[src/rtl/bus_src_sel_reg_pkg.sv]
// Shared CPU datapath package: B-bus source indices, default width and
// the two-state occupancy enum of the B-bus register.
package bus_src_sel_reg_pkg;

  // Source indices on the B bus. Sources beyond SRC_R are added later.
  localparam int SRC_PC  = 0;
  localparam int SRC_IR  = 1;
  localparam int SRC_MDR = 2;
  localparam int SRC_R   = 3;

  localparam int DEFAULT_DATA_W = 8;

  // IDLE: register empty, FULL: register holds an unconsumed word.
  typedef enum logic {
    ST_IDLE = 1'b0,
    ST_FULL = 1'b1
  } bus_state_e;

endpackage

[src/rtl/bus_src_sel_reg_sat_counter.sv]
// Saturating up-counter. It sticks at all-ones rather than wrapping, which
// keeps it usable for debug event counts that may run for a long time.
module bus_src_sel_reg_sat_counter #(
  parameter int W = 16
) (
  input  logic         clk,
  input  logic         rst_n,
  input  logic         inc,
  output logic [W-1:0] cnt
);

  logic [W-1:0] cnt_reg;

  // Count one per inc pulse and hold once every bit is set.
  always_ff @(posedge clk or negedge rst_n) begin
    if (!rst_n) begin
      cnt_reg <= '0;
    end else if (inc && (cnt_reg != '1)) begin
      cnt_reg <= cnt_reg + W'(1);
    end
  end

  assign cnt = cnt_reg;

endmodule

[src/rtl/bus_src_sel_reg.sv]
// Registered B-bus source select. It captures one of NUM_SRC source words
// into a single-entry output register with a valid/ready handshake toward the
// ALU B input. It also flags out-of-range selects and counts completed
// transfers for debug.
module bus_src_sel_reg
  import bus_src_sel_reg_pkg::*;
#(
  parameter int                 DATA_W    = DEFAULT_DATA_W,
  parameter int                 NUM_SRC   = 4,
  parameter logic [DATA_W-1:0]  RESET_VAL = '0,
  localparam int                SEL_W     = $clog2(NUM_SRC)
) (
  input  logic                      clk,
  input  logic                      rst_n,
  input  logic [NUM_SRC*DATA_W-1:0] src_data,
  input  logic [SEL_W-1:0]          sel,
  input  logic                      req,
  output logic                      req_ready,
  output logic [DATA_W-1:0]         bus,
  output logic                      bus_valid,
  input  logic                      bus_ready,
  output logic [SEL_W-1:0]          bus_src,
  output logic                      sel_err,
  input  logic                      err_clr,
  output logic [15:0]               xfer_cnt
);

  // One extra bit so NUM_SRC itself is representable when it is a power of
  // two. In that case every select is legal.
  localparam logic [SEL_W:0] NUM_SRC_L = (SEL_W+1)'(NUM_SRC);

  bus_state_e        state_reg, state_next;
  logic [DATA_W-1:0] bus_reg;
  logic [SEL_W-1:0]  bus_src_reg;
  logic              sel_err_reg;

  logic sel_ok;
  logic accept;
  logic illegal;
  logic consume;

  assign bus_valid = (state_reg == ST_FULL);

  // The ready signal passes through. A full register can take a new word in
  // the same cycle its current word is consumed, so the stream has no bubble.
  assign req_ready = !bus_valid || bus_ready;

  assign sel_ok  = ({1'b0, sel} < NUM_SRC_L);
  assign accept  = req && req_ready && sel_ok;
  assign illegal = req && req_ready && !sel_ok;
  assign consume = bus_valid && bus_ready;

  // Occupancy next-state logic: a load always wins over a drain.
  always_comb begin
    state_next = state_reg;
    if (accept) begin
      state_next = ST_FULL;
    end else if (consume) begin
      state_next = ST_IDLE;
    end
  end

  // Occupancy state register.
  always_ff @(posedge clk or negedge rst_n) begin
    if (!rst_n) begin
      state_reg <= ST_IDLE;
    end else begin
      state_reg <= state_next;
    end
  end

  // Capture the selected source word only on accept. A drained or stalled
  // register keeps its last word and index.
  always_ff @(posedge clk or negedge rst_n) begin
    if (!rst_n) begin
      bus_reg     <= RESET_VAL;
      bus_src_reg <= '0;
    end else if (accept) begin
      bus_reg     <= src_data[sel*DATA_W +: DATA_W];
      bus_src_reg <= sel;
    end
  end

  // Sticky illegal-select flag. A new illegal request wins over a clear
  // arriving in the same cycle.
  always_ff @(posedge clk or negedge rst_n) begin
    if (!rst_n) begin
      sel_err_reg <= 1'b0;
    end else if (illegal) begin
      sel_err_reg <= 1'b1;
    end else if (err_clr) begin
      sel_err_reg <= 1'b0;
    end
  end

  assign bus     = bus_reg;
  assign bus_src = bus_src_reg;
  assign sel_err = sel_err_reg;

  bus_src_sel_reg_sat_counter #(
    .W (16)
  ) u_xfer_cnt (
    .clk   (clk),
    .rst_n (rst_n),
    .inc   (consume),
    .cnt   (xfer_cnt)
  );

endmodule

[config.mk]
export PLATFORM = sky130hd
export DESIGN_NAME = bus_src_sel_reg
export DESIGN_NICKNAME = d
export VERILOG_FILES = /design/src/rtl/bus_src_sel_reg_pkg.sv /design/src/rtl/bus_src_sel_reg_sat_counter.sv /design/src/rtl/bus_src_sel_reg.sv
export SDC_FILE = /design/constraint.sdc
export NUM_CORES = 1
export LEC_CHECK = 0
export ABC_CLOCK_PERIOD_IN_PS = 2050
export BUFFER_PORTS_ARGS = -buffer_cell sky130_fd_sc_hd__buf_2
export CORE_MARGIN = 2
export CORE_UTILIZATION = 47
export CTS_BUF_LIST = sky130_fd_sc_hd__clkbuf_2 sky130_fd_sc_hd__clkbuf_4 sky130_fd_sc_hd__clkbuf_8
export DETAILED_ROUTE_END_ITERATION = 8
export PLACE_DENSITY_LB_ADDON = 0.08
export SYNTH_ARGS = -nofsm -noshare
export SYNTH_HDL_FRONTEND = slang
export SYNTH_SLANG_ARGS = --single-unit
[constraint.sdc]
create_clock -name clk -period 2.05 [get_ports clk]
set_clock_uncertainty 0.1 [all_clocks]
set_input_delay 0.1025 -clock clk [delete_from_list [all_inputs] [get_ports clk]]
set_output_delay 0.1025 -clock clk [all_outputs]
set_load 0.01 [all_outputs]
==> out/results.txt <==
Detailed Route Iter0 Violations: 19
CTS tree: yes
synthesis-to-layout area growth: 27.61%
Post-synth EDFFs: 0
Final setup violation count: 0
crit path cell chain: ha_1, and4_1, nand3_1, nor3_1, xor2_1
maximum capacitance violations: 0
height of the die: 58.85 µm
GPL Wtd Cong: 0.7688
Placed Area: 1757 µm²
Fin. Hold Viols: 0
Slew HR: 0.6015
min setup slack post-route: 326.0 ps
global-route wire length before repair: 4.974 mm
hold slack: 32.37 ps
Synth Area in Compound Gates: 0.02920
Cells after Synth: 110
Synth Warn #: 0
Total Wirelength: 2.961 mm
min-delay src: bus_ready
crit path launch: u_xfer_cnt.cnt[0]
HP Class: input port to flop
crit path kind: flop to flop
post-synth top area share: 0.4779
CTS resizes: 0
clock sink count: 27
H-tree Lvls: 1
Slowest-stage cell, CP: dfrtp_1
max FFs per register: 16
diodes inserted: 0
initial core utilization: 0.5040
most area-hungry cell type in the Yosys netlist: dfrtp_1
Nets: 218
reg-to-reg setup timing slack: 330 ps
sequential-to-total area share from yosys stat: 0.4779
total core area: 2805 µm²
Post-Synth Adder-Cell Area: 0.008850
post-synthesis mux area share: 0.2177
top cells by area, synth: dfrtp_1, mux4_2, mux2_2
failing checks: design-rule violations
Async SR Flop Fraction: 1.000
Post-Synth XOR/XNOR Area: 0.06814
Worst-Skew Late Latency: 320 ps
Final Cell Area: 1804 µm²
Rows: 19
TritonCTS buffer count: 3
die area: 3463 µm²
CTS clk-pin slew, worst paths: 150 ps
Leak: 0.9375 nW
worst vdd ir: 0.4114 mV
dpl ws: 347.7 ps
hold path depth: 3
Commonest cells post-synth: dfrtp_1, xor2_1, mux2_2
drt drc: 2
most frequent cell after synthesis: dfrtp_1
Bufs on Longest Clock Path: 2
Post-CTS Setup Repair Bufs: 0
Critical R2R Launch: u_xfer_cnt.cnt[0]
syn_nets: 150
RSZ-0062 raised after global routing: false
status: complete, but fails checks
first drt pass iteration count: 6
number of I/O pins: 68
Hold Path End: u_xfer_cnt.cnt[2]
Final Power: 0.001418 W
DR vias: 1162
Root Driver: clkbuf_4
synthesized cell area: 1414 µm²
final antenna-violating net count: 0
#FFs+latches synth: 27
Slew Limit Fails: 0
critical path data arrival time: 1890 ps
routed len/inst: 14.24 µm
actual slew at the worst max-slew pin: 597.7 ps
pin count of the biggest net entering global routing: 28
gr usage total: 0.1875
fmax: 580.1 MHz
grt ovf: 0
Critical Path Max Stage Delay: 430 ps
HPWL Detailed: 2.309 mm
final period utilization: 0.8410
synthesized-area fraction occupied by and/or/nand/nor cells: 0.1752
Power Density: 785.7 nW/µm²
count of cell types in the netlist: 31
Max FO, Critical Path: 6
top_reg_cell synth: dfrtp_1
CP Launch Type: flop
combinational family with the most area after synthesis: multiplexers
Critical Path End Type: flop
min Tclk post-route: 1724 ps
Worst EP required: 2210 ps
TNS Setup: 0 ps
vias per cell: 5.587
DIE WIDTH: 58.85 µm
vias in the first global route: 1173
worst r2r path cells: 5
Avg Synthesized Cell Area: 12.85 µm²
number of port buffers: 65
share of cells above drive strength 1: 0.5198
end of the worst register-to-register path: u_xfer_cnt.cnt[14]
initial antenna violation count: 0
## repair_timing
action,in CTS,in global routing
setup endpoints to repair,0,0
hold endpoints to repair,28,0
hold buffers,2,0
## metal layers
metal / vias up / GRT usage / wire length [µm]
li1: 545 / - / -
met1: 575 / 0.2203 / 1166
met2: 40 / 0.3429 / 1604
met3: 2 / 0.02857 / 171
met4: 0 / 0.06818 / 19
met5: - / 0 / 0
## cells in the final DEF, fill, tap and decap left out
cell / synthesis / layout
a21oi_1: 4 / 4
a31oi_1: 2 / 2
a41oi_1: 1 / 1
and2_1: 1 / 1
and3_1: 3 / 3
and4_1: 2 / 2
buf_2: 2 / 65
clkbuf_4: 0 / 3
clkinv_2: 0 / 1
conb_1: 1 / 1
dfrtp_1: 27 / 27
dlygate4sd3_1: 0 / 2
ha_1: 1 / 1
inv_1: 2 / 2
mux2_2: 10 / 10
mux2_4: 1 / 1
mux4_2: 8 / 8
nand2_1: 7 / 7
nand2b_1: 2 / 2
nand3_1: 4 / 4
nand4_1: 2 / 2
nand4_2: 1 / 1
nand4b_1: 1 / 1
nor2_1: 3 / 3
nor2_2: 1 / 1
nor3_1: 5 / 5
nor3b_1: 2 / 2
nor4_4: 1 / 1
nor4b_1: 1 / 1
nor4b_2: 1 / 1
nor4bb_1: 1 / 1
xor2_1: 11 / 11
## power breakdown
part / internal, W / switching [W] / total (W)
logic: 0.000237 / 0.000216 / 0.000453
registers: 0.000633 / 0.0000974 / 0.000731
clock network: 0.0000731 / 0.000161 / 0.000234
## logic make-up (layout without fill, tap and decap cells)
logic type | count (synthesis) | in the layout
compound gates | 7 | 7
xor+xnor | 11 | 11
fa+ha+maj | 1 | 1
buf+inv | 6 | 73
flops | 27 | 27
mux | 19 | 19
other cells | 1 | 1
simple gates | 38 | 38
## stage by stage
step	util	std cells
after CTS	0.6432	208
final	0.6432	208
after global placement	0.6262	202
after global routing	0.6432	208
after floorplan	-	110
after detailed placement	0.6262	202
## how the worst max path moves through the flow
| stage | end | slack (ps) | cells past startpoint |
|---|---|---|---|
| 2_1_floorplan | u_xfer_cnt.cnt[1] | 430 | 5 |
| 3_3_place_gp | u_xfer_cnt.cnt[1] | 360 | 4 |
| 3_5_place_dp | u_xfer_cnt.cnt[14] | 350 | 5 |
| 4_1_cts | u_xfer_cnt.cnt[14] | 320 | 5 |
| 5_1_grt | u_xfer_cnt.cnt[14] | 120 | 5 |
| 6_report | u_xfer_cnt.cnt[14] | 330 | 5 |
## worst max-delay path: cells and delay by family, from the launching register on
family | cells | cell delay, ps
and+or+nand+nor | 3 | 750
DFF | 1 | 430
adders and majority gates | 1 | 230
xor gates and xnor gates | 1 | 160
## layout make-up
class / count / area [µm²]
Fill cell: 242 / 1001
Clock inverter: 1 / 5.005
Inverter: 2 / 7.507
Timing Repair Buffer: 67 / 345.3
Sequential cell: 27 / 675.6
Clock buffer: 3 / 22.52
Multi-Input combinational cell: 77 / 709.4
Tap cell: 31 / 38.79
(Power assumes the default switching activity.)
